`config.mk`:
```
export PLATFORM = sky130hd
export DESIGN_NAME = port_rate_stats
export DESIGN_NICKNAME = d
export VERILOG_FILES = /design/src/rtl/port_rate_stats.sv
export SDC_FILE = /design/constraint.sdc
export NUM_CORES = 1
export LEC_CHECK = 0
export CAP_MARGIN = 20
export CORE_ASPECT_RATIO = 1.2
export CORE_MARGIN = 2
export CORE_UTILIZATION = 56
export CTS_CLUSTER_SIZE = 25
export DETAILED_ROUTE_END_ITERATION = 10
export PLACE_DENSITY = 0.84
export SLEW_MARGIN = 20
export SYNTH_ARGS = -nofsm -noshare
export SYNTH_HDL_FRONTEND = slang
export SYNTH_SLANG_ARGS = --single-unit
export TNS_END_PERCENT = 5
```
`constraint.sdc`:
```
create_clock -name asclk -period 18.3 [get_ports asclk]
set_input_delay 5.49 -clock asclk [delete_from_list [all_inputs] [get_ports asclk]]
set_output_delay 5.49 -clock asclk [all_outputs]
set_load 0.05 [all_outputs]
```
`src/rtl/port_rate_stats.sv`:
```
`default_nettype none
// ============================================================================
// Module   : port_rate_stats
// Purpose  : Per-port byte/packet accumulation with periodic window snapshots.
//            Macro PORT_RATE_STATS_SATURATE_EN selects saturating accumulators.
// Revision : 1.0
// ============================================================================
module port_rate_stats #(
   parameter int NUM_PORTS = 4,
   parameter int PORT_W    = 3,
   parameter int LEN_W     = 16,
   parameter int ACC_W     = 32,
   parameter int WIN_W     = 28
) (
   input  logic                         asclk,
   input  logic                         areset,
   input  logic [WIN_W-1:0]             window_cycles,
   input  logic                         clear,
   input  logic                         stat_valid,
   input  logic [PORT_W-1:0]            stat_port,
   input  logic [LEN_W-1:0]             stat_len,
   output logic [NUM_PORTS*ACC_W-1:0]   byte_total,
   output logic [NUM_PORTS*ACC_W-1:0]   pkt_total,
   output logic [ACC_W-1:0]             drop_total,
   output logic                         snap_valid,
   output logic [15:0]                  window_seq
);

`ifdef PORT_RATE_STATS_SATURATE_EN
   localparam int               SUM_W     = ((ACC_W > LEN_W) ? ACC_W : LEN_W) + 1;
   localparam logic [ACC_W-1:0] c_acc_max = {ACC_W{1'b1}};
`endif

   // Accumulator update: sticks at all-ones or wraps, depending on build.
   function automatic logic [ACC_W-1:0] acc_add(input logic [ACC_W-1:0] acc,
                                               input logic [LEN_W-1:0] inc);
`ifdef PORT_RATE_STATS_SATURATE_EN
      logic [SUM_W-1:0] w_sum;
      w_sum = SUM_W'(acc) + SUM_W'(inc);
      return (w_sum > SUM_W'(c_acc_max)) ? c_acc_max : w_sum[ACC_W-1:0];
`else
      return acc + ACC_W'(inc);
`endif
   endfunction

   logic [WIN_W-1:0] r_wc;
   logic [ACC_W-1:0] r_bytes     [NUM_PORTS];
   logic [ACC_W-1:0] r_pkts      [NUM_PORTS];
   logic [ACC_W-1:0] r_byte_snap [NUM_PORTS];
   logic [ACC_W-1:0] r_pkt_snap  [NUM_PORTS];
   logic [ACC_W-1:0] w_bytes_nxt [NUM_PORTS];
   logic [ACC_W-1:0] w_pkts_nxt  [NUM_PORTS];
   logic [ACC_W-1:0] r_drops;
   logic [ACC_W-1:0] r_drop_snap;
   logic [ACC_W-1:0] w_drops_nxt;
   logic             r_snap_valid;
   logic [15:0]      r_seq;
   logic             w_in_range;
   logic             w_win_end;

   assign w_in_range  = (32'(stat_port) < 32'(NUM_PORTS));
   assign w_drops_nxt = acc_add(r_drops, LEN_W'(stat_valid && !w_in_range));

   // A shrunken window_cycles closes the window at once via the >= compare.
   assign w_win_end = !clear && (window_cycles != '0) && (r_wc >= window_cycles - 1'b1);

   for (genvar p = 0; p < NUM_PORTS; p++) begin : g_port
      logic w_hit;
      assign w_hit          = stat_valid && (32'(stat_port) == 32'(p));
      assign w_bytes_nxt[p] = acc_add(r_bytes[p], w_hit ? stat_len : '0);
      assign w_pkts_nxt[p]  = acc_add(r_pkts[p], LEN_W'(w_hit));
      assign byte_total[p*ACC_W +: ACC_W] = r_byte_snap[p];
      assign pkt_total[p*ACC_W +: ACC_W]  = r_pkt_snap[p];
   end

   always_ff @(posedge asclk) begin
      if (areset || clear || w_win_end) begin
         r_wc    <= '0;
         r_drops <= '0;
         for (int i = 0; i < NUM_PORTS; i++) begin
            r_bytes[i] <= '0;
            r_pkts[i]  <= '0;
         end
      end else begin
         r_wc    <= (window_cycles == '0) ? '0 : r_wc + 1'b1;
         r_drops <= w_drops_nxt;
         for (int i = 0; i < NUM_PORTS; i++) begin
            r_bytes[i] <= w_bytes_nxt[i];
            r_pkts[i]  <= w_pkts_nxt[i];
         end
      end
   end

   // Snapshot takes the next-state values so a window-end sample is included.
   always_ff @(posedge asclk) begin
      if (areset) begin
         r_snap_valid <= 1'b0;
         r_seq        <= '0;
         r_drop_snap  <= '0;
         for (int i = 0; i < NUM_PORTS; i++) begin
            r_byte_snap[i] <= '0;
            r_pkt_snap[i]  <= '0;
         end
      end else begin
         r_snap_valid <= w_win_end;
         if (w_win_end) begin
            r_seq       <= r_seq + 16'd1;
            r_drop_snap <= w_drops_nxt;
            for (int i = 0; i < NUM_PORTS; i++) begin
               r_byte_snap[i] <= w_bytes_nxt[i];
               r_pkt_snap[i]  <= w_pkts_nxt[i];
            end
         end
      end
   end

   assign drop_total = r_drop_snap;
   assign snap_valid = r_snap_valid;
   assign window_seq = r_seq;

endmodule
`default_nettype wire

```
## Yosys cells after proc, flatten, opt, wreduce, memory -nomap -nowiden

Memory sizes are Yosys's and may differ from the RTL's.
Cells that the tools add are included.

- Flip-flop bits (word level): 109
- Memory bits (writable): 512
- Input port bits: 51
- Output and inout bits: 305
- Logic and storage cells: 85
- Memories kept: 4

- Add/sub/neg operators: 12
- Order comparisons: 2
- Equal/unequal tests: 3
- Mux-type cells: 28
- Bitwise operators: 16
- Reductions and logical operators: 15

Memories:

| memory | words | bits a word | rd ports | clocked after memory_dff | wr ports | RTL line | text |
|---|---|---|---|---|---|---|---|
| r_byte_snap | 4 | 32 | 4 | 0 | 4 | 49 | `logic [ACC_W-1:0] r_byte_snap [NUM_PORTS];` |
| r_bytes | 4 | 32 | 4 | 0 | 4 | 47 | `logic [ACC_W-1:0] r_bytes [NUM_PORTS];` |
| r_pkt_snap | 4 | 32 | 4 | 0 | 4 | 50 | `logic [ACC_W-1:0] r_pkt_snap [NUM_PORTS];` |
| r_pkts | 4 | 32 | 4 | 0 | 4 | 48 | `logic [ACC_W-1:0] r_pkts [NUM_PORTS];` |

Operators by type and width:

| kind | number |
|---|---|
| two-way mux 32 bit | 16 |
| adder 32 x 1 -> 32 bit | 5 |
| adder 32 x 16 -> 32 bit | 4 |
| two-way mux 16 bit | 4 |
| adder 28 x 1 -> 28 bit (second input constant) | 1 |
| greater-or-equal comparator 28 bit | 1 |
| zero test 28 bit | 1 |
| nonzero test 28 bit | 1 |
| subtractor 28 x 1 -> 28 bit (second input constant) | 1 |
| adder 16 x 1 -> 16 bit (second input constant) | 1 |
| bitwise OR 1 bit | 16 |
| two-way mux 1 bit | 8 |
| logical AND 1 bit | 7 |
| == test 3 x 2 -> 1 bit (second input constant) | 2 |
| == test 3 x 1 -> 1 bit (second input constant) | 1 |
| zero test 3 bit | 1 |
| < comparator 3 bit (second input constant) | 1 |
| zero test 1 bit | 2 |
| logical OR 1 bit | 2 |
| OR reduction 2 bit | 1 |

## Depth between registers and ports, before layout

- Word-level depth: 7
- Depth in mapped cells: 18
- Depth with buffers taken out: 16

## Worst setup path before layout

OpenSTA, ideal clock, no wires.

- Kind: input to register
- Start point: in window_cycles[2]
- End point: mem r_byte_snap[0][0], enable pin
- Library setup time: 0.628 ns
- Arrival: 14.162 ns
- Required time: 17.672 ns
- Setup slack: 3.511 ns
- Stages: 13
- Path buffers: 1
- Cells stage by stage: or4_4 nor4_1 and3_1 nand2_1 nor4_1 xnor2_1 ha_1 nand4_1 or4_1 a211oi_1 o21ai_1 buf_2 nand2_1

RTL lines:

| item | RTL line | text |
|---|---|---|
| from (decl) | 17 | `input logic [WIN_W-1:0] window_cycles,` |
| to (decl) | 49 |  |

==> results.yml <==
outcome:
  status: "completed"
critical_path:
  crit_buf_inv: 3
  crit_chain: "clkdlybuf4s50_1 -> or4_4 -> nor4_1 -> and3_1 -> nand2_1 -> nor4_1 -> xnor2_1 -> ha_1 -> nand4_1 -> or4_1 -> a211o_1 -> a21oi_4 -> buf_4 -> or3_4 -> buf_4 -> nor2_1"
  critical_path.max_stage_delay_ns: 0.86
  end_kind: "register"
  critPathCapture: "r_bytes[2][31]"
  arrival_ns: 11.73
  crit_slowest_cell: "buf_4"
  critical_path.max_fanout: 94
  worstSetupStartpointType: "input pin"
  r2r-start: "r_wc[23]"
  r2r_end: "r_bytes[2][31]"
  setup.worst_path.class: "in2reg"
  cp.depth: 16
  crit_family: "simple AND/OR/NAND/NOR gates"
  reg2reg_slack_ns: 13.94
  rr_worst_depth: 9
  cp.required_ns: 18.73
  startpoint: "window_cycles[2]"
synth:
  synthArstFlopShare_pct: 0
  synth_ff_type: "dfxtp_1"
  synthesis.area_sq_um: 28100
  synthesis.nets: 2940
  yosysWarnings: 0
  postSynthCellCount: 2780
  synth-seq-cells: 621
  ys_seq_area_share_pct: 53.3
  synth_edf_count: 256
  yosysUniqueCellTypes: 66
  avgSynthCellArea_sq_um: 10.1
detailed_routing:
  wirelength_mm: 67.7
  wl_met1_mm: 26.3
  route.detailed.wl_per_inst_um: 17.8
  drc_errors: 0
  antenna_left: 0
  drt_iter0_markers: 1197
  routed_via_density: 5.65
  top_layer_used: "met5"
  met2_wirelength_mm: 33.4
  vias: 21423
  first_pass_iters: 5
  wl_met3_mm: 4.88
clocking:
  clk_latency_ns: 0.62
  cts-buffers-inserted: 59
  cts_sinks: 621
  clk_pin_slew_ns: 0.06
  ctsLongestPathBuffers: 3
  post_cts_buffers: 0
  hold_buffers: 0
  cts_tree: "done"
  cts-root-buf: "clkbuf_16"
  ctsResizeCount: 0
  cts_max_level: 2
power:
  p_leak_nw: 12.1
  peakVddDrop_v: 0.0000813
  power_per_cell_area_nw_per_um2: 85.3
timing:
  tightest_slew_ns: 1.13
  maxSlewHeadroom_pct: 24.2
  setup_tns_ns: 0
  fmax_ghz: 0.0885
  whs_ns: 0.505
  rsz0062_at_grt: "no"
  drv_slew: 0
  min_period_ns: 11.30
  skew_ns: 0.0242
  finalHoldViolations: 0
  post-route-period-util_pct: 61.8
  setup_violations: 0
grt:
  antenna_found_initial: 3
  grt_pass1_wl_mm: 108
  grt-ovfl-total: 0
  track_usage_pct: 25.5
  grt_max_degree: 101
  first_global_vias: 21432
floorplanning:
  initial_core_util_pct: 57.0
  core_sq_um: 49300
  io_pins: 356
  die_width_um: 209
  rows: 89
  die_height_um: 249
  die_area_sq_um: 52000
final_layout:
  final_net_count: 3265
  drive_gt1_share_pct: 5.86
  area_delta_synth_final_pct: 21.0
placement:
  port_buffers: 355
  dp_hpwl_mm: 47.7
  routabilityCongestion: 0.875
hold_path:
  hold_path_class: "reg2reg"
  hold_start: "drop_total[22]"
run:
  max_cap_violations: 0
[power breakdown]
part / internal, mW / switching, mW
sequential: 1.46 / 0.00804
clock: 0.721 / 0.524
combinational: 0.0561 / 0.132
total: 2.24 / 0.665
[per-stage QoR]
stage	cells	setup slack, ns	instance area [sq um]	utilization [%]	power [mW]
CTS	3791	6.51	34000	68.9	2.92
global placement	3680	5.98	32000	64.8	1.68
global route	3795	6.55	34000	68.9	2.99
finish	3795	7.00	34000	68.9	2.90
detailed placement	3680	5.88	32000	64.8	1.69
floorplan	2780	3.51	28100	-	1.62
[synthesized netlist by cell type (6+ instances only)]
| master | instances | share of area [%] |
|---|---|---|
| a211oi_1 | 45 | 1.2 |
| a21o_1 | 18 | 0.48 |
| a21oi_1 | 100 | 1.8 |
| a31o_2 | 6 | 0.19 |
| and2_1 | 102 | 2.3 |
| and3_1 | 64 | 1.4 |
| and4_1 | 22 | 0.69 |
| buf_1 | 12 | 0.16 |
| buf_2 | 26 | 0.46 |
| buf_6 | 26 | 1.0 |
| clkbuf_1 | 41 | 0.55 |
| dfxtp_1 | 365 | 26 |
| edfxtp_1 | 256 | 27 |
| ha_1 | 105 | 4.7 |
| inv_1 | 53 | 0.71 |
| mux2_2 | 8 | 0.32 |
| mux2i_1 | 6 | 0.21 |
| nand2_1 | 134 | 1.8 |
| nand2b_1 | 6 | 0.13 |
| nand3_1 | 114 | 2.0 |
| nand4_1 | 55 | 1.2 |
| nor2_1 | 588 | 7.9 |
| nor2_2 | 40 | 0.89 |
| nor2b_1 | 19 | 0.42 |
| nor3_1 | 28 | 0.50 |
| nor4_1 | 20 | 0.45 |
| o2111ai_1 | 7 | 0.22 |
| o211ai_1 | 20 | 0.53 |
| o21a_1 | 14 | 0.37 |
| o21ai_0 | 49 | 0.87 |
| o21bai_1 | 8 | 0.21 |
| o31ai_1 | 15 | 0.40 |
| or2_2 | 11 | 0.24 |
| or3_1 | 13 | 0.29 |
| or4_1 | 17 | 0.45 |
| xnor2_1 | 110 | 3.4 |
| xor2_1 | 187 | 5.8 |
[registers in the layout (all words and copies together) (netlist names)]
register	flops
r_byte_snap	128
r_bytes	128
r_pkt_snap	128
r_pkts	128
drop_total	32
r_drops	32
r_wc	28
window_seq	16
snap_valid	1
[worst min path at each step]
stage / cells past startpoint / slack (ns) / to
CTS: 2 / 0.51 / drop_total[22]
finish: 2 / 0.51 / drop_total[22]
detailed placement: 2 / 0.49 / drop_total[0]
floorplan: 1 / 0.44 / r_wc[0]
global route: 2 / 0.52 / drop_total[22]
global placement: 1 / 0.46 / r_wc[0]
[metal layers]
| metal | GRT usage [%] | vias up |
|---|---|---|
| met3 | 6.56 | 175 |
| met5 | 0 | - |
| met4 | 11.9 | 2 |
| met2 | 44.0 | 686 |
| met1 | 29.6 | 10222 |
| li1 | - | 10338 |
[layout make-up]
type,instances,area [sq um]
diodes,3,7.51
well taps,637,797
clock inverters,26,280
multi-input cells,2001,12400
repair buffers,369,3670
inverters,53,199
flip-flops and latches,621,15000
fillers,3598,15300
clock buffers,85,1710
[logic make-up after synthesis]
family          after synthesis  synth area share, %
simple gates               1252                 21.3
flops                       621                 53.3
compound gates              329                 7.71
xor+xnor                    297                 9.25
buf+inv                     158                 2.92
fa+ha+maj                   109                 4.96
mux                          14                0.534
[layout by cell type (no fill, tap or decap), drive strengths merged, types with 6 or more instances in the layout]
cell and n:
o211ai 21, clkbuf 85, nor3 28, nor2b 19, a21o 18, and2 102
a211oi 45, or3 13, o21ai 50, xnor2 110, ha 105, mux2 8
nor4 21, inv 55, or4 18, nand3 116, edfxtp 256, and3 64
nand4 55, buf 15, xor2 187, clkdlybuf4s50 354, o2111ai 7, nor2 628
nand2 134, o21a 14, dfxtp 365, clkinv 15, mux2i 6, a31o 6
and4 22, o31ai 15, nand2b 6, or2 11, o21bai 8, a21oi 100
[tightest hold or removal path: cells and delay by family, from the launching register on]
| family | cells | cell delay [ns] |
|---|---|---|
| DFF | 1 | 0.31 |
| AOI/OAI and AO/OA | 1 | 0.05 |
| and+or+nand+nor | 1 | 0.10 |
Power figures use the tool's default switching activity.
